File: src/rtl/btn_gesture.sv
// btn_gesture: turns the debounced level of one switch into single-click,
// double-click, long-press and auto-repeat event pulses.
//
// The design has one state register and one shared timer. The timer restarts
// from zero each time the state changes. It also restarts on every repeat tick
// while in HOLD. Every output comes from a flop that is loaded on the same edge
// as the state change, so UI logic downstream gets clean one-cycle pulses with
// no decode glitches.
module btn_gesture #(
    parameter int unsigned p_long   = 25_000_000,  // long-press hold, cycles (>= 2)
    parameter int unsigned p_gap    = 12_500_000,  // double-click window, cycles (>= 1)
    parameter int unsigned p_repeat = 5_000_000    // repeat period, cycles (0 = off)
) (
    input  logic       i_clk,
    input  logic       i_rst,     // asynchronous, active low
    input  logic       i_press,   // debounced level, 1 = pressed
    input  logic       i_en,      // 0 aborts any gesture back to IDLE
    output logic       o_single,
    output logic       o_double,
    output logic       o_long,
    output logic       o_repeat,
    output logic       o_held,
    output logic [2:0] o_state
);

    // The timer must hold the largest terminal count in use.
    localparam int unsigned P_LG  = (p_long > p_gap) ? p_long : p_gap;
    localparam int unsigned P_MAX = (P_LG > p_repeat) ? P_LG : p_repeat;
    localparam int unsigned TW    = (P_MAX < 1) ? 1 : $clog2(P_MAX + 1);

    // Terminal counts. The timer counts 0..N-1, so an event that is N cycles
    // after state entry fires on the edge where the timer equals N-1.
    localparam logic [TW-1:0] LONG_END = TW'(p_long - 1);
    localparam logic [TW-1:0] GAP_END  = TW'(p_gap - 1);
    localparam logic [TW-1:0] REP_END  = TW'((p_repeat == 0) ? 0 : p_repeat - 1);
    localparam bit            REP_ON   = (p_repeat != 0);

    typedef enum logic [2:0] {
        IDLE  = 3'd0,
        DOWN1 = 3'd1,
        HOLD  = 3'd2,
        GAP   = 3'd3,
        DOWN2 = 3'd4
    } state_e;

    state_e        state_q,  state_d;
    logic [TW-1:0] timer_q,  timer_d;
    logic          single_q, single_d;
    logic          double_q, double_d;
    logic          long_q,   long_d;
    logic          repeat_q, repeat_d;
    logic          held_q,   held_d;

    logic long_hit;
    logic gap_hit;
    logic rep_hit;

    // Terminal-count decodes. Each one is used only in its own state.
    assign long_hit = (timer_q == LONG_END);
    assign gap_hit  = (timer_q == GAP_END);
    assign rep_hit  = REP_ON && (timer_q == REP_END);

    // Next-state, timer and event decision. Release or re-press is always
    // tested before the timeout, so a same-edge tie resolves toward the
    // button level.
    always_comb begin
        state_d  = state_q;
        timer_d  = timer_q + TW'(1);
        single_d = 1'b0;
        double_d = 1'b0;
        long_d   = 1'b0;
        repeat_d = 1'b0;

        if (!i_en) begin
            // An abort drops the gesture silently, even from IDLE.
            state_d = IDLE;
            timer_d = '0;
        end else begin
            unique case (state_q)
                IDLE: begin
                    if (i_press) state_d = DOWN1;
                end
                DOWN1: begin
                    if (!i_press) begin
                        state_d = GAP;
                    end else if (long_hit) begin
                        state_d = HOLD;
                        long_d  = 1'b1;
                    end
                end
                HOLD: begin
                    if (!i_press) begin
                        state_d = IDLE;
                    end else if (rep_hit) begin
                        // Stay in HOLD. Restart the timer so ticks are periodic.
                        repeat_d = 1'b1;
                        timer_d  = '0;
                    end
                end
                GAP: begin
                    if (i_press) begin
                        state_d = DOWN2;
                    end else if (gap_hit) begin
                        state_d  = IDLE;
                        single_d = 1'b1;
                    end
                end
                DOWN2: begin
                    // No timeout here. A slow second press is still a double.
                    if (!i_press) begin
                        state_d  = IDLE;
                        double_d = 1'b1;
                    end
                end
                default: begin
                    state_d = IDLE;
                end
            endcase

            // Every state entry starts the timer from zero.
            if (state_d != state_q) timer_d = '0;
        end

        // The held flag is registered alongside the state, so it lines up
        // exactly with o_state == HOLD.
        held_d = (state_d == HOLD);
    end

    // State, timer and registered outputs. Reset discards any pending gesture.
    always_ff @(posedge i_clk or negedge i_rst) begin
        if (!i_rst) begin
            state_q  <= IDLE;
            timer_q  <= '0;
            single_q <= 1'b0;
            double_q <= 1'b0;
            long_q   <= 1'b0;
            repeat_q <= 1'b0;
            held_q   <= 1'b0;
        end else begin
            state_q  <= state_d;
            timer_q  <= timer_d;
            single_q <= single_d;
            double_q <= double_d;
            long_q   <= long_d;
            repeat_q <= repeat_d;
            held_q   <= held_d;
        end
    end

    assign o_single = single_q;
    assign o_double = double_q;
    assign o_long   = long_q;
    assign o_repeat = repeat_q;
    assign o_held   = held_q;
    assign o_state  = state_q;

endmodule

File: config.mk
export PLATFORM = sky130hd
export DESIGN_NAME = btn_gesture
export DESIGN_NICKNAME = d
export VERILOG_FILES = /design/src/rtl/btn_gesture.sv
export SDC_FILE = /design/constraint.sdc
export NUM_CORES = 1
export LEC_CHECK = 0
export ABC_AREA = 1
export CAP_MARGIN = 30
export CORE_UTILIZATION = 40
export DETAILED_ROUTE_END_ITERATION = 12
export HOLD_SLACK_MARGIN = 0.1
export PLACE_DENSITY = 0.54
export SLEW_MARGIN = 10
export SYNTH_ARGS = -nofsm -noshare
export SYNTH_HDL_FRONTEND = slang
export SYNTH_SLANG_ARGS = --single-unit
File: constraint.sdc
create_clock -name i_clk -period 4.5 [get_ports i_clk]
set_clock_uncertainty 0.05 [all_clocks]
set_input_delay 0.675 -clock i_clk [delete_from_list [all_inputs] [get_ports i_clk]]
set_output_delay 0.675 -clock i_clk [all_outputs]
set_load 0.01 [all_outputs]
==> flow_summary_export.csv <==
group,metric,value,unit
final_layout,synthToLayoutAreaGrowth,12.2,%
power,ir_worst_vdd,0.000176,V
yosys,synth_ff_type,"dfrtp_1",
sta,fin_crit,2250,ps
route,vias,1971,
hold_path,hold_class,"in -> async",
final_layout,fin_nets,325,
clock_tree,cts.path.max_buffers,2,
global_route,antenna_found_initial,0,
yosys,yosys.area.top_type,"dfrtp_1",
sta,fmax,445,MHz
outcome,status,"completed",
yosys,synth-edff-count,0,
clock_tree,cts_buffers,5,
yosys,synth_top_area_frac,0.363,
route,wl_per_cell,13.9,µm
critical_path,regToRegEndpoint,"timer_q[24]$_DFF_PN0_",
yosys,netlist-cell-type-count,31,
floorplan,die_w,77.4,µm
clock_tree,cts_hold_buf,0,
sta,setup_viol,0,
final_layout,antenna_cells,0,
clock_tree,ctsRootBufferMaster,"clkbuf_8",
clock_tree,clock_sinks,33,
sta,timing.final.ws_setup,2250,ps
route,routed_wl,5.48,mm
critical_path,crit_chain,"ha_1 -> nand2_1 -> nor2_4 -> nand2_1 -> nor2_2 -> nand2_2 -> nand2_1 -> nand2_1 -> nand2_1 -> nand3_2 -> nand2_4 -> nor3_1",
power,leakage,0.00102,µW
critical_path,crit_fanout,25,
critical_path,crit_path_start_kind,"flip-flop",
place,io_buffers,11,
critical_path,end_kind,"flip-flop",
critical_path,reg2reg_from,"timer_q[0]$_DFF_PN0_",
global_route,grt_pass1_wl,9.41,mm
floorplan,core,5510,µm²
yosys,synth.avg_cell_area,7.38,µm²
clock_tree,cts-resized-gates,0,
global_route,overflow,0,
final_layout,drive_gt1_frac,0.162,
yosys,ys_seq_area_frac,0.363,
clock_tree,path_clk_slew,80,ps
job,maxCapViolCount,0,
final_layout,utilization,0.463,
sta,slew_viol_final,0,
power,power.density,264,nW/µm²
critical_path,reg2reg_setup_slack,2250,ps
yosys,synthTopCellsByArea,"dfrtp_1, nand2_1, nor3_2",
yosys,synth.most_common_cell,"nand2_1",
route,via_per_inst,5.02,
sta,worst_pin_slew,514,ps
sta,fin_crit_sh,0.500,
clock_tree,insertion_delay,290,ps
floorplan,die_h,77.4,µm
yosys,async_flop_share,1.00,
clock_tree,postCtsSetupBuffers,0,
critical_path,cpMostUsedCell,"nand2_1",
sta,hold_viol,0,
sta,rsz0062_at_grt,"no",
floorplan,pin_count,12,
place,pre_cts_ws,1540,ps
yosys,synth_common_cells,"nand2_1, inv_1, nor2_1",
yosys,synth-warning-count,0,
critical_path,required,4600,ps
route,final_antenna_net_count,0,
place,gp_congestion,0.893,
sta,relSlewSlack,0.658,
sta,finalSetupTns,0,ps
yosys,synthCells,308,
global_route,track_usage,0.203,
floorplan,die-area,5990,µm²
final_layout,final_area,2550,µm²
floorplan,rows,27,
yosys,ys_seq_elements,33,
critical_path,path_class,"reg -> reg",
critical_path,cp_slowest_cell,"dfrtp_1",
global_route,grt_max_degree,34,
yosys,synth_area,2270,µm²
clock_tree,cts_tree,"done",
route,drc,0,
route,first_pass_iters,4,
critical_path,slowest_delay,490,ps
route,drt_iter0_drc,98,
place,hpwl,3.91,mm
global_route,grt_pass1_vias,1925,
critical_path,crit_arrival,2350,ps
place,place_area,2390,µm²
critical_path,r2r_cells,12,
floorplan,start_util,0.413,
yosys,syn_nets,313,
clock_tree,cts_htree_levels,2,
-- placed cells by master (no fill, tap or decap), types with 2 or more instances in the layout --
cell type        Yosys  final
nand4_1              8      8
nor3_2              20     20
a21oi_2              2      2
nor4_1               3      3
o21ai_0              7      7
nand3_1             35     35
nand3b_1             2      2
nand2_1             65     65
dfrtp_1             33     33
clkbuf_8             0      6
nor2_4               2      2
nor2_2               4      4
nor3_1              11     11
a21oi_1              3      3
xor2_1               3      3
nor2_1              39     39
nand3_2              2      2
clkdlybuf4s50_1      0     10
o211ai_1             4      4
nand2_2              7      7
nand2_4              2      2
inv_1               40     40
-- worst max-delay path by stage --
stage	to	slack (ps)	cells past startpoint	from
CTS	timer_q[6]$_DFF_PN0_	1820	9	i_press
global placement	timer_q[11]$_DFF_PN0_	1610	9	i_press
detailed placement	timer_q[6]$_DFF_PN0_	1540	9	i_press
floorplan	timer_q[15]$_DFF_PN0_	2710	11	timer_q[0]$_DFF_PN0_
finish	timer_q[24]$_DFF_PN0_	2250	12	timer_q[0]$_DFF_PN0_
global route	timer_q[0]$_DFF_PN0_	2020	7	i_press
-- per-layer routing --
metal | global-route usage | share of wire
met5 | 0 | 0
met4 | 0.0585 | 0.0088
met3 | 0.0412 | 0.028
met2 | 0.327 | 0.45
met1 | 0.276 | 0.51
-- report_power, final --
group	internal (µW)	switching [µW]	leakage, µW
Sequential	300	5.79	0.000459
Clock	180	115	0.0000574
Combinational	18.4	53.6	0.000503
-- cells by family after synthesis --
family	count (synthesis)	share of synthesized area
AND/OR/NAND/NOR	202	0.463
adder cells (fa/ha/maj)	1	0.00551
AO/OA/AOI/OAI	18	0.0485
buffers and inverters	50	0.105
XOR/XNOR	4	0.0154
flip-flops	33	0.363
-- registers in the layout, indices dropped and copies added (netlist names) --
register	count
timer_q	25
o_state	3
o_double	1
o_held	1
o_long	1
o_repeat	1
o_single	1
-- area by class of cell --
class                      count  area [µm²]
clock buffer                   6        82.6
clock inverter                 2        37.5
fill                         579        2960
inverter                      42         158
multi-input combinational    225        1210
sequential                    33         826
tap                           72        90.1
timing repair buffer          13         148
-- critical path: cells and delay by family (launching register included) --
family | cells | cell delay (ps)
and+or+nand+nor | 11 | 1350
DFF | 1 | 490
adders and majority gates | 1 | 200
-- stage by stage --
step	instances	hold slack (ps)	total power, µW
2_1_floorplan	308	329	366
3_3_place_gp	383	540	381
3_5_place_dp	383	528	381
4_1_cts	391	467	682
5_1_grt	393	324	705
6_report	393	297	673
Note: power is estimated with default switching activity, not from simulation.
